## config.mk

```make
export PLATFORM = sky130hd
export DESIGN_NAME = tiny_nn_conv_seq
export DESIGN_NICKNAME = d
export VERILOG_FILES = /design/src/rtl/tiny_nn_conv_seq.sv
export SDC_FILE = /design/constraint.sdc
export NUM_CORES = 1
export LEC_CHECK = 0
export BUFFER_PORTS_ARGS = -buffer_cell sky130_fd_sc_hd__buf_2
export CELL_PAD_IN_SITES_DETAIL_PLACEMENT = 1
export CELL_PAD_IN_SITES_GLOBAL_PLACEMENT = 2
export CORE_MARGIN = 2
export CORE_UTILIZATION = 49
export CTS_CLUSTER_DIAMETER = 80
export CTS_CLUSTER_SIZE = 40
export DETAILED_ROUTE_END_ITERATION = 10
export PLACE_DENSITY = 0.88
export SLEW_MARGIN = 20
export SYNTH_ARGS = -nofsm -noshare
export SYNTH_HDL_FRONTEND = slang
export SYNTH_SLANG_ARGS = --single-unit
```

## constraint.sdc

```tcl
create_clock -name clk_i -period 6.35 [get_ports clk_i]
set_clock_uncertainty 0.15 [all_clocks]
set_input_delay 0.3175 -clock clk_i [delete_from_list [all_inputs] [get_ports clk_i]]
set_output_delay 0.3175 -clock clk_i [all_outputs]
set_load 0.01 [all_outputs]
```

## src/rtl/tiny_nn_conv_seq.sv

```systemverilog
// Command-driven 1D convolution sequencer that streams weight/window terms into a shared fp MAC.
// Optional NaN tracking is built only when TINY_NN_NAN_CHECK_EN is defined.
module tiny_nn_conv_seq #(
    parameter int MaxKernel      = 16,
    parameter int MaxOutstanding = 4
) (
    input  logic        clk_i,
    input  logic        rst_i,
    input  logic [15:0] data_i,
    input  logic        data_valid_i,
    output logic        data_ready_o,
    output logic [15:0] mac_a_o,
    output logic [15:0] mac_b_o,
    output logic        mac_valid_o,
    output logic        mac_first_o,
    output logic        mac_last_o,
    input  logic [15:0] mac_result_i,
    input  logic        mac_result_valid_i,
    output logic [15:0] out_o,
    output logic        out_valid_o,
    output logic        busy_o,
    output logic        err_cmd_o,
    output logic        err_nan_o
);

    typedef logic [15:0] fp_t;

    localparam int IW = (MaxKernel > 1) ? $clog2(MaxKernel) : 1;
    localparam int OW = $clog2(MaxOutstanding + 1);

    localparam logic [3:0] CmdOpConvolve = 4'h1;

    localparam logic [2:0] IDLE   = 3'd0;
    localparam logic [2:0] LOAD_W = 3'd1;
    localparam logic [2:0] FILL   = 3'd2;
    localparam logic [2:0] STREAM = 3'd3;
    localparam logic [2:0] MAC    = 3'd4;
    localparam logic [2:0] DRAIN  = 3'd5;

    logic [2:0]    state;
    logic          started;
    logic [IW-1:0] k_m1;
    logic [IW-1:0] idx;
    logic [7:0]    l_m1;
    logic [7:0]    out_cnt;
    logic [OW-1:0] outstanding;
    fp_t           w   [MaxKernel];
    fp_t           win [MaxKernel];

    fp_t  out_q;
    logic out_valid_q;
    logic err_cmd_q;

    logic xfer;
    logic cmd_ok;
    logic term_last;
    logic res_accept;
    fp_t  res_data;

    assign xfer       = data_valid_i && data_ready_o;
    assign cmd_ok     = (data_i[15:12] == CmdOpConvolve) &&
                        ({1'b0, data_i[3:0]} <= 5'(MaxKernel - 1));
    assign term_last  = (state == MAC) && (idx == k_m1);
    assign res_accept = mac_result_valid_i && (outstanding != '0);

    // Ready is held off until the first cycle after reset is released.
    always_comb begin
        data_ready_o = 1'b0;
        if (started) begin
            case (state)
                IDLE, LOAD_W, FILL: data_ready_o = 1'b1;
                STREAM:             data_ready_o = (outstanding != OW'(MaxOutstanding));
                default:            data_ready_o = 1'b0;
            endcase
        end
    end

    assign mac_valid_o = (state == MAC);
    assign mac_a_o     = mac_valid_o ? w[idx]   : '0;
    assign mac_b_o     = mac_valid_o ? win[idx] : '0;
    assign mac_first_o = mac_valid_o && (idx == '0);
    assign mac_last_o  = term_last;

    assign out_o     = out_q;
    assign out_valid_o = out_valid_q;
    assign err_cmd_o = err_cmd_q;
    assign busy_o    = (state != IDLE) || (outstanding != '0);

    always_ff @(posedge clk_i) begin
        if (rst_i) begin
            state   <= IDLE;
            started <= 1'b0;
            k_m1    <= '0;
            idx     <= '0;
            l_m1    <= '0;
            out_cnt <= '0;
            for (int i = 0; i < MaxKernel; i++) begin
                w[i]   <= '0;
                win[i] <= '0;
            end
        end else begin
            started <= 1'b1;
            case (state)
                IDLE: begin
                    if (xfer && cmd_ok) begin
                        k_m1    <= data_i[IW-1:0];
                        l_m1    <= data_i[11:4];
                        idx     <= '0;
                        out_cnt <= '0;
                        state   <= LOAD_W;
                    end
                end
                LOAD_W: begin
                    if (xfer) begin
                        w[idx] <= data_i;
                        if (idx == k_m1) begin
                            idx   <= '0;
                            state <= (k_m1 == '0) ? STREAM : FILL;
                        end else begin
                            idx <= idx + 1'b1;
                        end
                    end
                end
                FILL: begin
                    if (xfer) begin
                        win[idx] <= data_i;
                        if (idx == k_m1 - 1'b1) begin
                            idx   <= '0;
                            state <= STREAM;
                        end else begin
                            idx <= idx + 1'b1;
                        end
                    end
                end
                STREAM: begin
                    if (xfer) begin
                        win[k_m1] <= data_i;
                        idx       <= '0;
                        state     <= MAC;
                    end
                end
                MAC: begin
                    if (term_last) begin
                        // Slide the window so the next value lands in slot K-1.
                        for (int i = 0; i < MaxKernel - 1; i++) begin
                            win[i] <= win[i+1];
                        end
                        win[MaxKernel-1] <= '0;
                        idx <= '0;
                        if (out_cnt == l_m1) begin
                            state <= DRAIN;
                        end else begin
                            out_cnt <= out_cnt + 8'd1;
                            state   <= STREAM;
                        end
                    end else begin
                        idx <= idx + 1'b1;
                    end
                end
                DRAIN: begin
                    if (outstanding == '0) begin
                        state <= IDLE;
                    end
                end
                default: state <= IDLE;
            endcase
        end
    end

    // Results arriving with nothing outstanding are stale and dropped.
    always_ff @(posedge clk_i) begin
        if (rst_i) begin
            outstanding <= '0;
            out_q       <= '0;
            out_valid_q <= 1'b0;
            err_cmd_q   <= 1'b0;
        end else begin
            case ({term_last, res_accept})
                2'b10:   outstanding <= outstanding + 1'b1;
                2'b01:   outstanding <= outstanding - 1'b1;
                default: outstanding <= outstanding;
            endcase
            out_valid_q <= res_accept;
            if (res_accept) begin
                out_q <= res_data;
            end
            err_cmd_q <= (state == IDLE) && xfer && !cmd_ok;
        end
    end

`ifdef TINY_NN_NAN_CHECK_EN
    localparam fp_t FPStdNaN = 16'hFFFF;
    localparam int  PW       = (MaxOutstanding > 1) ? $clog2(MaxOutstanding) : 1;

    function automatic logic is_nan(input fp_t x);
        return ((x[14:7] == 8'h00) && ((x[6:0] != 7'h00) || x[15])) ||
               ((x[14:7] == 8'hFF) && (x[6:0] != 7'h00));
    endfunction

    logic [MaxKernel-1:0]      w_nan;
    logic [MaxKernel-1:0]      win_nan;
    logic [MaxOutstanding-1:0] nan_fifo;
    logic [PW-1:0]             wr_ptr;
    logic [PW-1:0]             rd_ptr;
    logic                      nan_acc;
    logic                      nan_sticky;
    logic                      in_nan;
    logic                      term_nan;

    assign in_nan    = is_nan(data_i);
    assign term_nan  = w_nan[idx] | win_nan[idx] | ((idx != '0) & nan_acc);
    assign res_data  = nan_fifo[rd_ptr] ? FPStdNaN : mac_result_i;
    assign err_nan_o = nan_sticky;

    // NaN flags follow the same slots as the data; one flag per issued output.
    always_ff @(posedge clk_i) begin
        if (rst_i) begin
            w_nan      <= '0;
            win_nan    <= '0;
            nan_fifo   <= '0;
            wr_ptr     <= '0;
            rd_ptr     <= '0;
            nan_acc    <= 1'b0;
            nan_sticky <= 1'b0;
        end else begin
            if (xfer && (state != IDLE)) begin
                nan_sticky <= nan_sticky | in_nan;
                case (state)
                    LOAD_W:  w_nan[idx]     <= in_nan;
                    FILL:    win_nan[idx]   <= in_nan;
                    STREAM:  win_nan[k_m1]  <= in_nan;
                    default: ;
                endcase
            end
            if (state == MAC) begin
                nan_acc <= term_nan;
                if (term_last) begin
                    nan_fifo[wr_ptr] <= term_nan;
                    wr_ptr  <= (wr_ptr == PW'(MaxOutstanding - 1)) ? '0 : wr_ptr + 1'b1;
                    win_nan <= win_nan >> 1;
                end
            end
            if (res_accept) begin
                rd_ptr <= (rd_ptr == PW'(MaxOutstanding - 1)) ? '0 : rd_ptr + 1'b1;
            end
        end
    end
`else
    assign res_data  = mac_result_i;
    assign err_nan_o = 1'b0;
`endif

endmodule

```

== Word-level counts from Yosys, hierarchy flattened ==
Memories as Yosys holds them, arrays and structs flattened. A register that Yosys moved wholly into a read port is not among the register bits.
Index checks and enable logic that the tools add are counted.

* Register bits after elaboration: 49
* Memory bits (writable): 512
* Bits of input ports: 36
* Output and inout port bits: 56
* Word-level logic and storage cells: 154
* Memories kept: 2

* Add/sub/neg operators: 5
* Equal/unequal tests: 21
* Multiplexer cells: 74
* Bitwise logic cells: 16
* Reduce and logical (&&, ||, !) cells: 26

{| class="wikitable"
|+ Memories
! name !! depth !! width !! rd ports !! clocked after Yosys merged registers in !! wr ports !! line !! text
|-
| w || 16 || 16 || 1 || 1 || 16 || 47 || <nowiki>fp_t w [MaxKernel];</nowiki>
|-
| win || 16 || 16 || 16 || 1 || 16 || 48 || <nowiki>fp_t win [MaxKernel];</nowiki>
|}

{| class="wikitable"
|+ Operators with widths
! kind !! count
|-
| $mux W16 || 21
|-
| $mux W4 || 14
|-
| $reduce_or A16 Y1 || 3
|-
| $mux W3 || 9
|-
| $mux W8 || 3
|-
| $mux W1 || 22
|-
| $pmux W4 S5 || 1
|-
| $pmux W3 S6 || 1
|-
| $ne A2 B2 Y1 const B || 8
|-
| $or A1 B1 Y1 || 16
|-
| $pmux W8 S2 || 1
|-
| $add A8 B1 Y8 const B || 1
|-
| $eq A4 B4 Y1 || 2
|-
| $eq A8 B8 Y1 || 1
|-
| $logic_not A4 Y1 || 2
|-
| $reduce_and A8 Y1 || 1
|-
| $logic_and A1 B1 Y1 || 7
|-
| $eq A3 B2 Y1 const B || 2
|-
| $eq A3 B3 Y1 const B || 2
|-
| $logic_not A3 Y1 || 2
|-
| $pmux W3 S2 || 1
|-
| $reduce_bool A3 Y1 || 2
|-
| $reduce_and A5 Y1 || 1
|-
| $reduce_bool A5 Y1 || 1
|-
| 17 further kinds || 18
|}

== Depth between registers and ports, before layout ==
* Depth after elaboration: 12
* Mapped depth: 11
* Depth with buffers taken out: 9

== Worst setup path after synthesis ==
No wires, ideal clock.

* Kind: reg2reg
* Start: reg state[1]
* End: mem win[7][0] (netlist bit), enable pin
* Setup time: 0.411 ns
* Arrival time: 2.781 ns
* Required time: 5.789 ns
* Slack: 3.008 ns
* Stages on the path, launching flop included: 10
* Buffers on the path: 3
* Clock period less this slack: 3.342 ns
* Cells stage by stage: dfxtp_1 > buf_4 > and4bb_4 > a211oi_4 > buf_6 > buf_4 > nand3_1 > o21ai_0 > nand2_1 > o21ai_0

{| class="wikitable"
|+ RTL lines
! what !! line !! text
|-
| start, declared || 40 || <nowiki>logic [2:0] state;</nowiki>
|-
| start signal, assigned || 118 || <nowiki>state <= (k_m1 == '0) ? STREAM : FILL;</nowiki>
|-
| end, declared || 48 ||
|}

==> run summary <==
max-cap viol count -> 0
Setup violations, final -> 0
most used cell, CP -> mux4_2
Tot Pwr -> 0.00722 W
drt total wl -> 75.3 mm
IO Pins -> 92
critical-path cell list -> buf_4 > mux4_2 > mux4_2 > and2_1 > buf_2
Tcrit/Tclk final -> 64.6%
Arr. time, crit path -> 3.63 ns
FMAX -> 244 MHz
Post-synth EDFFs -> 512
largest net degree at the start of global routing -> 81
Design Area, Final -> 29900 um^2
unrepaired setup endpoints after global routing -> false
outcome -> finished, final reports clean
Synth top cells by count -> edfxtp_1 (512), and2_1 (306), nand2_1 (206), mux4_2 (160), o21ai_0 (124)
CP top delay family -> multiplexers
CTS tree -> yes
CTS resizes -> 0
Buf/Inv on CP -> 2
Leakage -> 10.3 nW
H-tree lvl count -> 1
via/cell ratio -> 6.18
vias in the first global route -> 17.5k
Tmin final -> 4.10 ns
sequential area share after synthesis -> 59.7%
global-route wire length before repair -> 113 mm
clock slew at reported path FFs -> 0.12 ns
All-Layer GR Usage -> 26.4%
Synth async-reset ratio -> 0%
dpl hpwl -> 48.6 mm
slowest CP cell -> dfxtp_4
Worst Path Max Fanout -> 47
share of the synthesized area in the top cell type -> 55.9%
Main synth FF type -> edfxtp_1
routed vias -> 17.1k
worst hold slack -> 0.197 ns
Worst setup EP type -> output port
Startpoint Class -> flop
nets -> 2032
WL/cell -> 27.3 um
CTS sink cnt -> 565
relative slew slack -> 24.7%
peak supply drop -> 0.213 mV
Worst Hold Class -> input pin to flop
drt first pass iters -> 5
post-synth cell types -> 64
placer congestion estimate -> 0.825
worst slew pin tran -> 1.13 ns
Syn Nets -> 2034
Sum Neg Setup Slack -> 0 ns
layout cells sized above 1 -> 21.6%
Die ar. -> 58100 um^2
Clk Latency, worst-skew pair -> 0.66 ns
FP Rows -> 86
initial antenna violation count -> 1
Synth Register Bits -> 565
Core Util, Final -> 54.1%
initial core utilization -> 49.8%
CTS Root Cell -> clkbuf_16
Synth Cell Area -> 27500 um^2
PwrDens -> 241 nW/um^2
synth top area cells -> edfxtp_1 (56%), mux4_2 (13%), and2_1 (7.0%)
Slew Limit Fails -> 0
Die Y -> 241 um
die width -> 241 um
port bufs -> 90
DRT iter0 DRCs -> 1675
Post-route DRC -> 0
cell taking the most area after synthesis -> edfxtp_1
Avg Cell Area, Syn -> 13.8 um^2
Placed Area -> 28500 um^2
most common cell in the synthesized netlist -> edfxtp_1
Area growth syn-to-layout -> 8.76%
postcts setup bufs -> 0
crit path kind -> flop to output port
Synth Warn # -> 0
CP required -> 5.88 ns
antenna-violating nets left -> 0
slowest stage delay, CP -> 0.92 ns
CTS max path bufs -> 3
final hold viol count -> 0
CORE AREA -> 55300 um^2
remaining global-route overflow -> 0
Num CTS Buffers -> 31
Syn Inst Count -> 1990
[state kept, by name, indices dropped and copies added (netlist names), named ones only]
register     count
k_m1             4
out_cnt          8
started          1
state            3
l_m1             8
out_o           16
outstanding      3
idx              4
win            256
w              256
out_valid_o      1
err_cmd_o        1
[layer usage]
layer | share of wire, % | GRT usage [%] | vias to the layer above
met5 | 0 | 0 | -
met4 | 1.5 | 4.79 | 0
met3 | 7.8 | 3.63 | 63
met2 | 47 | 42.0 | 649
met1 | 43 | 39.3 | 8933
li1 | - | - | 7424
[worst min-delay path, stage by stage]
cell and delay, ns:
buf_2 0.34, mux2i_1 0.24, nor2_1 0.05
[final cells by class]
cell class                      instances  area [um^2]
Fill cell                            5449        25400
Sequential cell                       565        16400
Multi-Input combinational cell       1226        10300
Timing Repair Buffer                  148          943
Tap cell                              748          936
Clock buffer                           31          776
Clock inverter                         27          490
Inverter                               16         60.1
Antenna cell                            2         5.00
[power by group]
group	total, W	switching [W]	internal (W)
clock network	0.00261	0.00155	0.00106
logic	0.000366	0.000240	0.000126
registers	0.00425	0.0000676	0.00418
[placed cells by master (no fill, tap or decap), types with 7 or more instances in the layout]
cell type,instances
or3_1,8
buf_2,89
clkbuf_16,31
dlygate4sd3_1,17
xor2_1,12
a22o_1,97
mux4_2,160
dfxtp_1,49
a31oi_1,7
nand2_1,206
nor2_2,12
o21ai_2,7
ha_1,7
clkinv_8,7
buf_4,41
inv_1,13
nor2b_1,50
mux2_4,27
mux2_2,21
edfxtp_1,512
o21ai_0,97
mux2i_1,12
nor2_1,39
a21oi_1,34
nor3_1,12
nand3_1,8
o21ai_1,31
and2_1,306
inv_12,8
[through the flow]
step           std cells  worst slack, ns
4_1_cts             2760             2.19
2_1_floorplan       1990             3.01
6_report            2763             2.25
3_3_place_gp        2685             2.68
5_1_grt             2761             2.14
3_5_place_dp        2685             2.52
[logic make-up (layout without fill, tap and decap cells)]
group                    Yosys count  after routing  share of synthesized area [%]
AND/OR/NAND/NOR                  682            682                           13.3
flip-flops                       565            565                           59.7
AO/OA/AOI/OAI                    298            298                           7.08
multiplexers                     220            220                           15.9
buffers and inverters            199            222                           3.08
XOR/XNOR                          17             17                          0.541
adder cells (fa/ha/maj)            8              8                          0.391
other                              1              3                         0.0136
[worst paths after layout]
kind | startpoint | end | slack [ns] | cells past startpoint
hold / removal | data_i[2] | k_m1[2] | 0.20 | 3
hold reg to reg | out_o[4] | out_o[4] | 0.31 | 2
setup / recovery | flop | mac_b_o[15] | 2.25 | 5
setup reg to reg | state[0] | win[7][5] | 2.68 | 8
[what timing repair did]
action                                  in CTS  in global routing
hold buffers                                17                  0
endpoints found under the setup margin       0                  0
endpoints found under the hold margin       26                  0
Power figures use the tool's default switching activity.
